$ cat config.mk
export PLATFORM = sky130hd
export DESIGN_NAME = spm_mem_responder
export DESIGN_NICKNAME = d
export VERILOG_FILES = /design/src/rtl/spm_mem_pkg.sv /design/src/rtl/spm_mem_array.sv /design/src/rtl/spm_mem_responder.sv
export SDC_FILE = /design/constraint.sdc
export NUM_CORES = 2
export LEC_CHECK = 0
export CORE_ASPECT_RATIO = 0.7
export CORE_MARGIN = 4
export CORE_UTILIZATION = 55
export CTS_BUF_LIST = sky130_fd_sc_hd__clkbuf_16
export CTS_CLUSTER_DIAMETER = 60
export DETAILED_ROUTE_END_ITERATION = 6
export PLACE_DENSITY_LB_ADDON = 0.1
export SETUP_SLACK_MARGIN = 0.5
export SLEW_MARGIN = 20
export SYNTH_ARGS = -nofsm -noshare
export SYNTH_HDL_FRONTEND = slang
export SYNTH_SLANG_ARGS = --single-unit
$ cat constraint.sdc
create_clock -name clk -period 7.8 [get_ports clk]
set_input_delay 1.17 -clock clk [delete_from_list [all_inputs] [get_ports clk]]
set_output_delay 1.17 -clock clk [all_outputs]
set_load 0.02 [all_outputs]
$ cat src/rtl/spm_mem_pkg.sv
// Shared widths, FSM state encoding and wait-counter helper for the scratchpad memory responder.
package spm_mem_pkg;

    localparam int ADDR_W = 8;
    localparam int WORD_W = 8;
    localparam int DEPTH  = 1 << ADDR_W;
    localparam int CNT_W  = 4;

    typedef enum logic [1:0] {
        LOAD = 2'd0,
        IDLE = 2'd1,
        WAIT = 2'd2,
        RESP = 2'd3
    } state_t;

    // The counter is preloaded with ws-1 so that WAIT lasts exactly ws cycles.
    function automatic logic [CNT_W-1:0] wait_init(input int ws);
        if (ws > 0) begin
            return CNT_W'(ws - 1);
        end
        return '0;
    endfunction

endpackage

$ cat src/rtl/spm_mem_array.sv
// 256x8 register array: one synchronous write port plus a combinational read port
// that the responder samples into its registered read data.
module spm_mem_array
    import spm_mem_pkg::*;
(
    input  logic              clk,
    input  logic              we,
    input  logic [ADDR_W-1:0] waddr,
    input  logic [WORD_W-1:0] wdata,
    input  logic [ADDR_W-1:0] raddr,
    output logic [WORD_W-1:0] rdata
);

    logic [WORD_W-1:0] mem [DEPTH];

    // Contents are deliberately left out of reset so a program survives a processor reset.
    always_ff @(posedge clk) begin
        if (we) begin
            mem[waddr] <= wdata;
        end
    end

    assign rdata = mem[raddr];

endmodule

$ cat src/rtl/spm_mem_responder.sv
// Scratchpad memory responder: wait-stated single-access FSM in front of a 256x8 array.
// Optional boot loader (LOAD state, ld_ptr) is built only when SPM_LOADER_EN is defined.
module spm_mem_responder
    import spm_mem_pkg::*;
#(
    parameter int WAIT_STATES = 1
) (
    input  logic              clk,
    input  logic              rst,
    input  logic [ADDR_W-1:0] addr,
    input  logic [WORD_W-1:0] data_in,
    input  logic              req,
    input  logic              write,
    output logic [WORD_W-1:0] mem_word,
    output logic              ready,
    output logic              busy,
    input  logic              ld_valid,
    input  logic [WORD_W-1:0] ld_data,
    input  logic              ld_last,
    output logic              ld_done
);

    localparam logic [CNT_W-1:0] WAIT_INIT = wait_init(WAIT_STATES);

`ifdef SPM_LOADER_EN
    localparam state_t RESET_STATE = LOAD;
`else
    localparam state_t RESET_STATE = IDLE;
`endif

    state_t            state;
    state_t            next_state;
    logic              accept;
    logic              enter_resp;
    logic              commit;
    logic [ADDR_W-1:0] cap_addr;
    logic [WORD_W-1:0] cap_data;
    logic              cap_write;
    logic [CNT_W-1:0]  wait_cnt;
    logic [ADDR_W-1:0] acc_addr;
    logic [WORD_W-1:0] acc_data;
    logic              acc_write;
    logic              load_write;
    logic              load_finish;
    logic [ADDR_W-1:0] load_addr;
    logic              mem_we;
    logic [ADDR_W-1:0] mem_waddr;
    logic [WORD_W-1:0] mem_wdata;
    logic [WORD_W-1:0] rd_data;

`ifdef SPM_LOADER_EN
    logic [ADDR_W-1:0] ld_ptr;
    logic              ld_done_q;

    // Loader writes win over processor requests while in LOAD.
    assign load_write  = (state == LOAD) && ld_valid && !rst;
    assign load_finish = load_write && (ld_last || (ld_ptr == '1));
    assign load_addr   = ld_ptr;

    always_ff @(posedge clk or posedge rst) begin
        if (rst) begin
            ld_ptr    <= '0;
            ld_done_q <= 1'b0;
        end else begin
            if (load_write) begin
                ld_ptr <= ld_ptr + 8'd1;
            end
            if (load_finish) begin
                ld_done_q <= 1'b1;
            end
        end
    end

    assign ld_done = ld_done_q;
`else
    logic ld_unused;

    assign ld_unused   = ^{ld_valid, ld_data, ld_last};
    assign load_write  = 1'b0;
    assign load_finish = 1'b0;
    assign load_addr   = '0;
    assign ld_done     = 1'b1;
`endif

    always_comb begin
        next_state = state;
        accept     = 1'b0;
        case (state)
            LOAD: begin
                if (load_finish) begin
                    next_state = IDLE;
                end
            end
            IDLE: begin
                if (req) begin
                    accept     = 1'b1;
                    next_state = (WAIT_STATES > 0) ? WAIT : RESP;
                end
            end
            WAIT: begin
                if (wait_cnt == '0) begin
                    next_state = RESP;
                end
            end
            RESP: begin
                next_state = IDLE;
            end
            default: begin
                next_state = RESET_STATE;
            end
        endcase
    end

    // With zero wait states the accept edge is also the RESP entry edge, so the
    // live inputs stand in for the not-yet-captured registers.
    assign acc_addr  = (state == IDLE) ? addr    : cap_addr;
    assign acc_data  = (state == IDLE) ? data_in : cap_data;
    assign acc_write = (state == IDLE) ? write   : cap_write;

    assign enter_resp = (next_state == RESP) && (state != RESP);
    assign commit     = enter_resp && acc_write && !rst;

    assign mem_we    = load_write || commit;
    assign mem_waddr = load_write ? load_addr : acc_addr;
    assign mem_wdata = load_write ? ld_data   : acc_data;

    spm_mem_array u_array (
        .clk   (clk),
        .we    (mem_we),
        .waddr (mem_waddr),
        .wdata (mem_wdata),
        .raddr (acc_addr),
        .rdata (rd_data)
    );

    always_ff @(posedge clk or posedge rst) begin
        if (rst) begin
            state     <= RESET_STATE;
            cap_addr  <= '0;
            cap_data  <= '0;
            cap_write <= 1'b0;
            wait_cnt  <= '0;
            mem_word  <= '0;
        end else begin
            state <= next_state;
            if (accept) begin
                cap_addr  <= addr;
                cap_data  <= data_in;
                cap_write <= write;
                wait_cnt  <= WAIT_INIT;
            end else if ((state == WAIT) && (wait_cnt != '0)) begin
                wait_cnt <= wait_cnt - 4'd1;
            end
            if (enter_resp && !acc_write) begin
                mem_word <= rd_data;
            end
        end
    end

    assign ready = (state == RESP);
    assign busy  = (state != IDLE);

endmodule

==> out/qor.yml <==
pwr:
  pwr-share-clk_pct: 25.1
  p_int_mw: 22.0
  pwr-share-seq_pct: 42.9
  comb_power_share_pct: 32.0
  ir_drop_uv: 526
  power.switching_fraction_pct: 36.5
  power.total_mw: 34.7
  p_per_area_mw_per_mm2: 405
  power.leakage_nw: 25.6
  switchingPower_mw: 12.7
cts:
  cts_buffer_depth: 3
  cts.sinks: 2079
  cts_hold_buf: 0
  cts_buffers: 187
  insertion_delay_ps: 820
  cts_setup_buffers: 0
  clk_pin_slew_ps: 60
  cts-root-buf: "clkbuf_16"
  cts_tree: "built"
  h-tree-depth: 4
  ctsResizeCount: 0
route:
  drtIter0Drc: 6560
  vias_per_cell: 6.76
  drc_errors: 0
  postRouteAntennaNets: 0
  routed_wirelength_mm: 206
  first_pass_iters: 6
  vias: 44153
  wl_per_cell_microns: 31.6
global_route:
  grt_max_degree: 221
  antenna_found_initial: 12
  grtUsageTotal_pct: 27.5
  grt_pass1_vias: 41316
  grt_pass1_wl_mm: 295
  grt-ovfl-total: 0
setup_path:
  cp.required_ps: 8540
  critPathTopFamily: "buffers and inverters"
  max_stage_delay_ps: 760
  reg2reg_depth: 12
  critPathKind: "reg2reg"
  endpoint_kind: "register"
  rr_startpoint: "state[0]$_DFF_PP1_"
  crit_path_max_fanout: 34
  path_common_cell: "buf_4"
  path_cells: "nor2b_4, inv_2, mux2i_4, buf_4, buf_4, a22oi_1, a21oi_1, o41ai_1, buf_4, a41oi_1, nor4_1, a21oi_1"
  cp-endpoint: "mem_word[5]$_DFFE_PP0P_"
  critPathArrivalTime_ps: 6410
  r2r_end: "mem_word[5]$_DFFE_PP0P_"
  rrSetupSlack_ps: 2130
  cp-start-kind: "register"
  path_buf_inv: 4
  startpoint: "state[0]$_DFF_PP1_"
  cp.depth: 12
  critical-path-slowest-cell: "nor2b_4"
die:
  die_area_sq_mm: 0.147
  num_io_pins: 41
  initial_core_util_pct: 55.7
  fp.dieW_microns: 457
  die_h_microns: 322
  core_sq_mm: 0.139
  row_count: 114
flow_run:
  cap_viol_max_count: 0
min_path:
  hold_start: "cap_data[5]$_DFFE_PP0P_"
  whs_path_depth: 1
  hold_path.class: "reg2reg"
layout:
  final_nets: 4547
  layout-drive-gt1-share_pct: 8.08
  area_growth_pct: 10.3
timing:
  worst_pin_slew_ps: 1220
  setup_viol: 0
  final_hold_viol_count: 0
  drv_slew: 0
  skew_ps: 29.9
  fmax_mhz: 176
  rsz0062_at_grt: "false"
  relSlewSlack_pct: 17.5
  fin_setup_tns_ps: 0
  finalCriticalPeriod_ps: 5670
  finalCritPeriodShare_pct: 72.7
synth:
  ys.warnings.count: 0
  syn_area_sq_mm: 0.0775
  synth-main-ff-cell: "edfxtp_1"
  yosysSeqAreaShare_pct: 80.3
  synth_top_area_share_pct: 79.3
  syn_area_per_cell_sq_um: 17.0
  synthTopCellsByArea: "edfxtp_1 79%, a22oi_1 9.9%, a21oi_1 3.4%, o41ai_1 1.4%, nor2_1 1.3%"
  syn_inst: 4561
  synth-seq-cells: 2079
  post-synth-top-count-cell: "edfxtp_1"
  yosysUniqueCellTypes: 44
  yosys-top-cells-count: "2048 x edfxtp_1, 1024 x a22oi_1, 522 x a21oi_1, 268 x nor2_1, 162 x clkbuf_1"
  synth_edf_count: 2048
  syn-num-nets: 4592
  synth_top_cell_by_area: "edfxtp_1"
  async_flop_share_pct: 1.49
place:
  hpwlAfterDp_mm: 115
  port_buffers: 29
  routabilityCongestion: 0.800
run_status:
  status: "finished, final reports clean"
-- area by class of cell --
cell class	count	area (sq um)
multi-input combinational	2131	13900
timing repair buffer	108	1220
sequential	2079	62300
clock buffer	197	4930
tap	1856	2320
fill	10061	53600
antenna	4	10.0
clock inverter	143	776
inverter	9	33.8
-- how the worst min path moves through the flow --
stage | endpoint | slack, ps
after global routing | cap_data[2]$_DFFE_PP0P_ | 510
after global placement | cap_data[2]$_DFFE_PP0P_ | 490
after CTS | cap_data[3]$_DFFE_PP0P_ | 510
after detailed placement | cap_data[3]$_DFFE_PP0P_ | 490
after floorplan | wait_cnt[3]$_DFFE_PP0P_ | 470
final | cap_data[5]$_DFFE_PP0P_ | 500
-- cells by family (layout without fill, tap and decap cells) --
kind of cell	Yosys count	count (layout)	synth area share, %
and+or+nand+nor	380	380	2.02
DFF	2079	2079	80.3
AOI/OAI and AO/OA	1731	1731	15.3
buffers and inverters	351	457	2.03
other	1	5	0.00484
adders and majority gates	1	1	0.0161
muxes	18	18	0.260
-- placed cells by master, fill, tap and decap left out, types with 9 or more instances in the layout --
cell,n
clkdlybuf4s50_1,29
clkinv_1,48
dfrtp_1,30
nand2_1,42
clkbuf_16,197
a22oi_1,1024
nand2_4,9
nor2_1,268
clkinv_2,23
o41ai_1,122
a41oi_1,31
buf_12,25
inv_1,67
edfxtp_1,2048
mux2_2,17
buf_4,53
nand2_2,13
a21oi_1,522
-- registers in the layout, indices dropped and copies added, names as in the netlist --
signal	flops
wait_cnt	4
u_array.mem	2048
state	2
mem_word	8
cap_write	1
cap_data	8
cap_addr	8
-- stage by stage --
stage	hold slack [ps]	std cells	worst slack, ps	area (sq um)	util (%)
after floorplan	474	4561	2710	77500	-
after global routing	512	6525	1820	85500	61.5
after CTS	508	6522	2210	85400	61.4
after global placement	487	6182	2250	79700	57.3
after detailed placement	492	6182	2200	79700	57.3
final	504	6527	2130	85500	61.5
-- routing by layer --
| layer | vias to the layer above | routed length [microns] | GRT usage, % |
|---|---|---|---|
| met3 | 311 | 19400 | 5.05 |
| met1 | 22782 | 89900 | 43.0 |
| met4 | 0 | 5230 | 8.10 |
| met5 | - | 0 | 0 |
| li1 | 18779 | - | - |
| met2 | 2281 | 91500 | 39.9 |
-- power groups by stage --
stage                     logic (mW)  registers (mW)  clock network (mW)
after floorplan                 6.18            15.8                   0
final                           11.1            14.9                8.70
after CTS                       11.0            14.8                8.77
after global routing            11.8            14.9                9.26
after detailed placement        11.0            15.1                   0
after global placement          10.8            15.1                   0
Power figures use the tool's default switching activity.
